<file path="src/rtl/hazard_ctrl_pkg.sv">
// Shared types and constants for the hazard control unit.
// Holds the FSM state encoding and the register-index width.
package hazard_ctrl_pkg;

  localparam int REG_W = 5;

  typedef logic [REG_W-1:0] reg_idx_t;

  localparam reg_idx_t REG_ZERO = '0;

  typedef enum logic [1:0] {
    RUN      = 2'd0,
    LOAD_BUB = 2'd1,
    SPR_WAIT = 2'd2,
    HALTED   = 2'd3
  } state_e;

endpackage

</file>
<file path="src/rtl/hazard_ctrl_match.sv">
// Load-use comparator between the ID source fields and the EX destination.
// Register 0 is hard-wired, so it never creates a hazard.
module hazard_match
  import hazard_ctrl_pkg::*;
(
  input  reg_idx_t i_src1,
  input  reg_idx_t i_src2,
  input  logic     i_use_src1,
  input  logic     i_use_src2,
  input  reg_idx_t i_dst,
  input  logic     i_use_dst,
  input  logic     i_mem_re,
  output logic     o_load_use
);

  logic w_dst_ok;
  logic w_match1;
  logic w_match2;

  assign w_dst_ok = i_use_dst & (i_dst != REG_ZERO);
  assign w_match1 = w_dst_ok & i_use_src1 & (i_src1 == i_dst);
  assign w_match2 = w_dst_ok & i_use_src2 & (i_src2 == i_dst);

  assign o_load_use = i_mem_re & (w_match1 | w_match2);

endmodule

</file>
<file path="src/rtl/hazard_ctrl.sv">
// Pipeline stall/flush/halt controller for IF/ID, ID/EX and EX/MEM.
// Define HAZARD_PERF_CNT_EN to add saturating hazard event counters.
module hazard_ctrl
  import hazard_ctrl_pkg::*;
#(
  parameter int LOAD_LAT    = 1,
  parameter int SPR_TIMEOUT = 255
)(
  input  logic     clk,
  input  logic     rst_n,
  input  reg_idx_t ID_src1,
  input  reg_idx_t ID_src2,
  input  logic     ID_use_src1,
  input  logic     ID_use_src2,
  input  reg_idx_t EX_dst_reg,
  input  logic     EX_use_dst_reg,
  input  logic     EX_mem_re,
  input  logic     EX_branch_taken,
  input  logic     EX_sprite_start,
  input  logic     sprite_done,
  input  logic     hlt_req,
  output logic     pc_hold,
  output logic     IF_ID_stall,
  output logic     IF_ID_flush,
  output logic     ID_EX_stall,
  output logic     ID_EX_flush,
  output logic     EX_MEM_stall,
  output logic     hlt,
  output logic     spr_timeout
`ifdef HAZARD_PERF_CNT_EN
  ,
  output logic [15:0] load_stall_cnt,
  output logic [15:0] spr_stall_cnt,
  output logic [15:0] br_flush_cnt
`endif
);

  localparam logic [1:0] BUB_INIT  = 2'(LOAD_LAT - 1);
  localparam logic [7:0] SPR_LIMIT = 8'(SPR_TIMEOUT);

  state_e     r_state;
  logic [1:0] r_bub;
  logic [7:0] r_cnt;

  logic       w_load_use;
  logic       w_spr_go;
  logic [7:0] w_cnt_inc;
  logic       w_to;

  logic w_pc_hold;
  logic w_if_id_stall;
  logic w_if_id_flush;
  logic w_id_ex_stall;
  logic w_id_ex_flush;
  logic w_ex_mem_stall;
  logic w_hlt;
  logic w_spr_to;

  hazard_match u_match (
    .i_src1     (ID_src1),
    .i_src2     (ID_src2),
    .i_use_src1 (ID_use_src1),
    .i_use_src2 (ID_use_src2),
    .i_dst      (EX_dst_reg),
    .i_use_dst  (EX_use_dst_reg),
    .i_mem_re   (EX_mem_re),
    .o_load_use (w_load_use)
  );

  assign w_spr_go  = EX_sprite_start & ~sprite_done;
  assign w_cnt_inc = r_cnt + 8'd1;
  assign w_to      = (w_cnt_inc == SPR_LIMIT);

  always_comb begin
    w_pc_hold      = 1'b0;
    w_if_id_stall  = 1'b0;
    w_if_id_flush  = 1'b0;
    w_id_ex_stall  = 1'b0;
    w_id_ex_flush  = 1'b0;
    w_ex_mem_stall = 1'b0;
    w_hlt          = 1'b0;
    w_spr_to       = 1'b0;
    unique case (r_state)
      RUN: begin
        if (hlt_req) begin
          w_hlt = 1'b1;
        end else if (EX_branch_taken) begin
          w_if_id_flush = 1'b1;
          w_id_ex_flush = 1'b1;
        end else if (w_spr_go) begin
          w_pc_hold      = 1'b1;
          w_if_id_stall  = 1'b1;
          w_id_ex_stall  = 1'b1;
          w_ex_mem_stall = 1'b1;
        end else if (w_load_use) begin
          w_pc_hold     = 1'b1;
          w_if_id_stall = 1'b1;
          w_id_ex_flush = 1'b1;
        end
      end
      LOAD_BUB: begin
        w_pc_hold     = 1'b1;
        w_if_id_stall = 1'b1;
        w_id_ex_flush = 1'b1;
      end
      SPR_WAIT: begin
        if (!sprite_done) begin
          if (w_to) begin
            w_spr_to = 1'b1;
          end else begin
            w_pc_hold      = 1'b1;
            w_if_id_stall  = 1'b1;
            w_id_ex_stall  = 1'b1;
            w_ex_mem_stall = 1'b1;
          end
        end
      end
      HALTED: begin
        w_hlt     = 1'b1;
        w_pc_hold = 1'b1;
      end
    endcase
  end

  always_ff @(posedge clk or negedge rst_n) begin
    if (!rst_n) begin
      r_state <= RUN;
      r_bub   <= 2'd0;
      r_cnt   <= 8'd0;
    end else begin
      unique case (r_state)
        RUN: begin
          if (hlt_req) begin
            r_state <= HALTED;
          end else if (EX_branch_taken) begin
            r_state <= RUN;
          end else if (w_spr_go) begin
            r_state <= SPR_WAIT;
            r_cnt   <= 8'd0;
          end else if (w_load_use && LOAD_LAT > 1) begin
            r_state <= LOAD_BUB;
            r_bub   <= BUB_INIT;
          end
        end
        LOAD_BUB: begin
          r_bub <= r_bub - 2'd1;
          if (r_bub <= 2'd1) r_state <= RUN;
        end
        SPR_WAIT: begin
          r_cnt <= w_cnt_inc;
          if (sprite_done || w_to) r_state <= RUN;
        end
        HALTED: r_state <= HALTED;
      endcase
    end
  end

  // Outputs are forced low while reset is held, independent of the clock.
  assign pc_hold      = rst_n & w_pc_hold;
  assign IF_ID_stall  = rst_n & w_if_id_stall;
  assign IF_ID_flush  = rst_n & w_if_id_flush;
  assign ID_EX_stall  = rst_n & w_id_ex_stall;
  assign ID_EX_flush  = rst_n & w_id_ex_flush;
  assign EX_MEM_stall = rst_n & w_ex_mem_stall;
  assign hlt          = rst_n & w_hlt;
  assign spr_timeout  = rst_n & w_spr_to;

`ifdef HAZARD_PERF_CNT_EN
  logic        w_load_bub;
  logic [15:0] r_load_cnt;
  logic [15:0] r_spr_cnt;
  logic [15:0] r_br_cnt;

  // Only a load bubble raises pc_hold together with an ID/EX flush.
  assign w_load_bub = w_pc_hold & w_id_ex_flush;

  always_ff @(posedge clk or negedge rst_n) begin
    if (!rst_n) begin
      r_load_cnt <= 16'd0;
      r_spr_cnt  <= 16'd0;
      r_br_cnt   <= 16'd0;
    end else begin
      if (w_load_bub && r_load_cnt != 16'hFFFF)
        r_load_cnt <= r_load_cnt + 16'd1;
      if (r_state == SPR_WAIT && r_spr_cnt != 16'hFFFF)
        r_spr_cnt <= r_spr_cnt + 16'd1;
      if (w_if_id_flush && r_br_cnt != 16'hFFFF)
        r_br_cnt <= r_br_cnt + 16'd1;
    end
  end

  assign load_stall_cnt = r_load_cnt;
  assign spr_stall_cnt  = r_spr_cnt;
  assign br_flush_cnt   = r_br_cnt;
`endif

endmodule

</file>
<file path="config.mk">
export PLATFORM = sky130hd
export DESIGN_NAME = hazard_ctrl
export DESIGN_NICKNAME = d
export VERILOG_FILES = /design/src/rtl/hazard_ctrl_pkg.sv /design/src/rtl/hazard_ctrl_match.sv /design/src/rtl/hazard_ctrl.sv
export SDC_FILE = /design/constraint.sdc
export NUM_CORES = 1
export LEC_CHECK = 0
export CORE_MARGIN = 2
export CORE_UTILIZATION = 55
export CTS_CLUSTER_DIAMETER = 200
export CTS_CLUSTER_SIZE = 8
export DETAILED_ROUTE_END_ITERATION = 12
export DONT_BUFFER_PORTS = 1
export PLACE_DENSITY = 0.73
export SYNTH_ARGS = -nofsm -noshare
export SYNTH_HDL_FRONTEND = slang
export SYNTH_HIERARCHICAL = 1
export SYNTH_SLANG_ARGS = --single-unit
</file>
<file path="constraint.sdc">
create_clock -name clk -period 2.1 [get_ports clk]
set_clock_uncertainty 0.2 [all_clocks]
set_input_delay 0 -clock clk [delete_from_list [all_inputs] [get_ports clk]]
set_output_delay 0 -clock clk [all_outputs]
set_load 0.02 [all_outputs]
</file>
Word level (Yosys, flattened, before mapping). Cells that the tools add are included.

Memory bits (read-only): 0. Register bits after elaboration: 12. RAM bits: 0. Input port bits: 25. Latch bits: 0. Memories kept: 0. Output and inout bits: 8. Logic and storage cells: 75.

Shift-type cells: 0. Reductions and logical operators: 7. Multipliers: 0. Divide/modulo/power cells: 0. Order comparisons: 1. Equal/unequal tests: 12. Bitwise gates (word level): 16. Muxes and demuxes: 34. Add/sub/neg operators: 2.

Operator list (count): $mux 8 (3); $mux 1 (19); $pmux 8 s2 (1); $and 1x1->1 (14); $eq 5x5->1 (2); $mux 2 (5); $ne 2x2->1 const B (5); $add 8x1->8 const B (1); $eq 8x8->1 const B (1); $pmux 2 s4 (1); $pmux 1 s2 (3); $pmux 1 s3 (2); $reduce_bool 5->1 (1); $eq 2x2->1 const B (2); $ne 4x4->1 const B (1); $reduce_and 4->1 (1); $reduce_and 3->1 (1); $eq 2x1->1 const B (1); $le 2x1->1 const B (1); $logic_not 2->1 (1); $reduce_bool 2->1 (1); $reduce_or 2->1 (1); $sub 2x1->2 const B (1); $logic_or 1x1->1 (1); 2 further kinds (2).

Logic depth before layout (Yosys ltp).
Depth after elaboration: 12. Gate-level depth with buffers: 8. Gate-level depth less buffers: 7.

By module. The synthesis kept the hierarchy.

By module, submodules not included: hazard_ctrl (cells an instance 105, instances 1, area an instance 922.1 um^2); hazard_match (cells an instance 17, instances 1, area an instance 135.1 um^2).

Worst setup path before layout. No wires, ideal clock.

Path kind: register to register. Start point: reg r_state[0]. End point: reg r_cnt[7]. Path buffers: 1. Cell stages (with the launch flop): 9. Path slack: 0.107 ns. Clock period less this slack: 1.993 ns. Setup time: 0.064 ns. Data required time: 1.836 ns. Arrival time: 1.729 ns. Cell sequence: dfrtp_1 inv_1 ha_1 clkbuf_2 and2b_1 a31oi_2 or4_1 nand2_1 a22o_2.

Longest elaborated chain between the ends: 3. Elaborated cells between the ends (all ways): 8. Those cells by class: 4 x eq/ne; 1 x mux; 3 x reduce/logical.

Ends and longest elaborated chain: start: declaration (line hazard_ctrl.sv:41) `state_e r_state;`; start signal: assignment (line hazard_ctrl.sv:127) `r_state <= RUN;`; start signal: assignment (line hazard_ctrl.sv:134) `r_state <= HALTED;`; start signal: assignment (line hazard_ctrl.sv:136) `r_state <= RUN;`; $eq 2x2->1 / $logic_not 2->1 (equally long branches) (line hazard_ctrl.sv:131) `unique case (r_state)`; $reduce_bool 2->1 (no source line) / $ne 2x2->1 (equally long branches); $reduce_and 4->1 (no source line); end signal: assignment (line hazard_ctrl.sv:150) `r_cnt <= w_cnt_inc;`; end: declaration (line hazard_ctrl.sv:43) `logic [7:0] r_cnt;`.

Parallel ways exist; a longest one is shown, timed or not. A chain may end at the register's enable or synchronous reset.

Worst setup path after layout.
Start point: reg r_cnt[0]. End point: out pc_hold.

Longest elaborated chain between the ends: 6.

Ends and longest elaborated chain: $add 8x1->8 (line hazard_ctrl.sv:71) `assign w_cnt_inc = r_cnt + 8'd1;`; $eq 8x8->1 (line hazard_ctrl.sv:72) `assign w_to = (w_cnt_inc == SPR_LIMIT);`; $mux 1 (line hazard_ctrl.sv:108) `if (w_to) begin`; $mux 1 (line hazard_ctrl.sv:107) `if (!sprite_done) begin`; $pmux 1 s3 (line hazard_ctrl.sv:83) `unique case (r_state)`; $and 1x1->1 (line hazard_ctrl.sv:159) `assign pc_hold = rst_n & w_pc_hold;`; end: declaration (line hazard_ctrl.sv:22) `output logic pc_hold,`.

Every way passes these cells.

==> metrics.txt <==
# TYPE chip_impl_metric gauge
chip_impl_metric{name="critical_path.max_stage_delay",unit="ps"} 400
chip_impl_metric{name="netlist_area",unit="um^2"} 1057
chip_impl_metric{name="clock_tree.htree_level_count",unit=""} 1
chip_impl_metric{name="global_route.usage.total",unit="%"} 25.37
chip_impl_metric{name="timing.critical_path.arrival",unit="ps"} 1940
chip_impl_metric{name="r2r_setup_slack",unit="ps"} 100
chip_impl_metric{name="finalNonFillerCells",unit=""} 161
chip_impl_metric{name="drt-vias-per-instance",unit=""} 6.093
chip_impl_info{name="violated_checks",value="negative setup slack"} 1
chip_impl_info{name="crit_reg_reg_startpoint",value="r_cnt[0]"} 1
chip_impl_metric{name="maximum_number_of_pins_on_one_net_before_global_route_repair",unit=""} 17
chip_impl_metric{name="start_util",unit="%"} 59.93
chip_impl_metric{name="firstDrtPassIters",unit=""} 4
chip_impl_metric{name="yosys_warnings",unit=""} 6
chip_impl_metric{name="nets",unit=""} 169
chip_impl_metric{name="grt_overflow",unit=""} 0
chip_impl_metric{name="detailroute.via_count",unit=""} 981
chip_impl_info{name="cpMaxStageDelayCell",value="dfrtp_1"} 1
chip_impl_metric{name="io-pin-count",unit=""} 33
chip_impl_metric{name="placementRows",unit=""} 15
chip_impl_info{name="critical_path.reg2reg.endpoint",value="r_state[1]"} 1
chip_impl_metric{name="worstSkewPairLatency",unit="ps"} 280
chip_impl_metric{name="antenna_violating_nets_post_route",unit=""} 0
chip_impl_metric{name="post_synth.cell_area_avg",unit="um^2"} 8.666
chip_impl_metric{name="timing.final.crit_share",unit="%"} 101.9
chip_impl_metric{name="numCtsBuffers",unit=""} 3
chip_impl_metric{name="dr.first_iter.drc_count",unit=""} 30
chip_impl_metric{name="synth_async_sr_flop_share",unit="%"} 100.0
chip_impl_info{name="grt_setup_unrepaired",value="yes"} 1
chip_impl_info{name="worstSetupStartpointType",value="flip-flop"} 1
chip_impl_metric{name="io_buffers",unit=""} 0
chip_impl_metric{name="synth.lib_cells_used.distinct",unit=""} 41
chip_impl_metric{name="die-area",unit="um^2"} 2289
chip_impl_info{name="status",value="finished with violations"} 1
chip_impl_info{name="root_buffer",value="clkbuf_4"} 1
chip_impl_metric{name="worst_ep_required_time",unit="ps"} 1900
chip_impl_info{name="min-delay-path-class",value="in -> out"} 1
chip_impl_metric{name="worstHoldPathCells",unit=""} 1
chip_impl_metric{name="fin_setup_tns",unit="ps"} -76.51
chip_impl_metric{name="worst_slew_pin_slew",unit="ps"} 761.1
chip_impl_metric{name="setup_viol_count_final",unit=""} 2
chip_impl_metric{name="power_leakage",unit="nW"} 0.5962
chip_impl_metric{name="global_route_wire_length_before_repair",unit="mm"} 3.967
chip_impl_metric{name="synthesis.nets",unit=""} 154
chip_impl_metric{name="postSynthCellCount",unit=""} 122
chip_impl_metric{name="height_of_the_die",unit="um"} 47.85
chip_impl_metric{name="gp_congestion",unit=""} 0.9104
chip_impl_metric{name="worst_slack",unit="ps"} -39.55
chip_impl_metric{name="reg2regPathDepth",unit=""} 8
chip_impl_metric{name="clk_pin_slew",unit="ps"} 80
chip_impl_info{name="cts_tree",value="done"} 1
chip_impl_metric{name="vdd_ir_drop_max",unit="V"} 0.0003414
chip_impl_metric{name="placement.cell_area",unit="um^2"} 1112
chip_impl_info{name="most_used_dff_post_synth",value="dfrtp_1"} 1
chip_impl_metric{name="clock_tree.buffer_depth",unit=""} 2
chip_impl_info{name="timing.critical_path.cells",value="ha_2, or2b_1, a21oi_2, nand2_1, o21a_2, o311a_4"} 1
chip_impl_metric{name="finalWorstPathRequiredPeriod",unit="ps"} 2140
chip_impl_metric{name="drc_errors",unit=""} 0
chip_impl_metric{name="layout-drive-gt1-share",unit="%"} 28.68
chip_impl_metric{name="post_drt_wl_per_cell",unit="um"} 16.60
chip_impl_metric{name="ys_seq_elements",unit=""} 12
chip_impl_metric{name="synth-edff-count",unit=""} 0
chip_impl_metric{name="power.density_cell_area",unit="nW/um^2"} 348.0
chip_impl_metric{name="area_growth",unit="%"} 26.86
chip_impl_metric{name="grt_antenna_before_repair",unit=""} 0
chip_impl_metric{name="total_inserted_antenna_cells",unit=""} 0
chip_impl_metric{name="dp.cells",unit=""} 148
chip_impl_info{name="hold-path-endpoint",value="IF_ID_flush"} 1
chip_impl_info{name="cp-end-kind",value="output pin"} 1
chip_impl_metric{name="dpl_worst_slack",unit="ps"} 4.359
chip_impl_metric{name="synth_sequential_area_ratio",unit="%"} 28.40
chip_impl_metric{name="nFillCells",unit=""} 132
chip_impl_metric{name="placed_wire_length_estimate",unit="mm"} 1.833
chip_impl_metric{name="standard_cell_core_area",unit="um^2"} 1764
chip_impl_metric{name="timing.final.max_slew_violations",unit=""} 0
chip_impl_metric{name="chipWidth",unit="um"} 47.85
chip_impl_metric{name="cap_violations",unit=""} 0
chip_impl_info{name="worstSetupPathType",value="reg -> out"} 1
chip_impl_metric{name="critical_path_peak_fanout",unit=""} 3
chip_impl_metric{name="grt_pass1_vias",unit=""} 923
chip_impl_metric{name="headroom_to_the_max_slew_limit",unit="%"} 49.09
chip_impl_metric{name="clkSinkCount",unit=""} 12
chip_impl_metric{name="clock.fmax",unit="MHz"} 467.4
chip_impl_metric{name="hold_viol_final",unit=""} 0
chip_impl_metric{name="wirelength",unit="mm"} 2.673
chip_impl_metric{name="post_route_standard_cell_area_excluding_fillers",unit="um^2"} 1341
chip_impl_info{name="timing.hold.worst.start",value="EX_branch_taken"} 1
[kinds of logic after synthesis]
kind of cell / count (synthesis) / synth area share (%)
AO/OA/AOI/OAI: 31 / 22.25
XOR/XNOR: 13 / 10.77
adder cells (fa/ha/maj): 7 / 8.284
buffers and inverters: 13 / 5.207
flip-flops: 12 / 28.40
multiplexers: 3 / 2.840
AND/OR/NAND/NOR: 43 / 22.25
[per-layer routing]
| layer | vias to the layer above | wire length, um | GRT usage, % |
|---|---|---|---|
| li1 | 465 | - | - |
| met1 | 454 | 1104 | 32.57 |
| met2 | 59 | 1323 | 42.67 |
| met3 | 3 | 232 | 6.415 |
| met4 | 0 | 12 | 5.946 |
| met5 | - | 0 | 0 |
[cells in the final DEF (no fill, tap or decap), types with 4 or more instances in the layout]
master,synthesis,routed
buf_4,1,11
nand2_1,12,12
dfrtp_1,12,12
dlygate4sd3_1,0,4
xor2_1,9,9
inv_1,7,4
o21ai_0,7,7
a22o_1,4,4
ha_1,7,4
nor3_1,6,5
[final cells by class]
type	count	area [um^2]	area share [%]
clock buffers	4	36.28	2.705
inverters	7	26.28	1.959
multi-input cells	97	813.3	60.63
flip-flops and latches	12	300.3	22.39
well taps	25	31.28	2.332
repair buffers	16	133.9	9.981
[through the flow]
stage	total power [mW]	hold slack [ps]	util, %
2_1_floorplan	0.2623	-495.6	-
3_3_place_gp	0.2636	-495.3	63.05
3_5_place_dp	0.2650	-495.2	63.05
4_1_cts	0.4678	7.901	72.84
5_1_grt	0.4874	4.680	76.03
6_report	0.4668	7.042	76.03
[power breakdown]
group          leakage, nW  internal, mW  switching [mW]
Combinational        0.418        0.0220          0.0236
Sequential           0.157         0.231               0
Clock               0.0210         0.105          0.0848
[worst max path at each step]
stage,from,end,cells after the start
after global placement,r_state[1],r_cnt[7],7
after floorplan,r_state[0],r_cnt[7],8
after detailed placement,r_state[1],r_cnt[7],7
after global routing,r_cnt[0],pc_hold,7
final,r_cnt[0],pc_hold,6
after CTS,r_cnt[1],pc_hold,7
[registers in the layout, summed over array words and instances, names as in the netlist]
| name | cells |
|---|---|
| r_cnt | 8 |
| r_state | 2 |
| r_bub | 2 |
[critical path: cells and delay by family, from the launching register on]
kind | cells | cell delay [ps]
fa+ha+maj | 1 | 200
compound gates | 3 | 730
simple gates | 2 | 330
flops | 1 | 400
[cells in the mapped netlist (all sizes together) (3+ instances only)]
cell type  number  area, um^2
ha              7       87.58
mux2i           3       30.03
nor3            6       30.03
o21ai           7       35.03
nand2b          3       18.77
xor2            9       78.83
nand2          12       45.04
a21oi           4       20.02
dfrtp          12       300.3
a22o            5       45.04
inv             7       26.28
nor2b           4       25.02
nor2            3       11.26
clkbuf          4       16.26
a21o            3       22.52
xnor2           4       35.03
nand3           4       30.03
[timing repair]
action | CTS | global route
buffers inserted | 3 | 2
resized for setup | 12 | 12
hold buffers | 4 | 0
setup endpoints to repair | 5 | 10
pin swaps | 3 | 2
hold endpoints to repair | 21 | 0
Power figures use the tool's default switching activity.
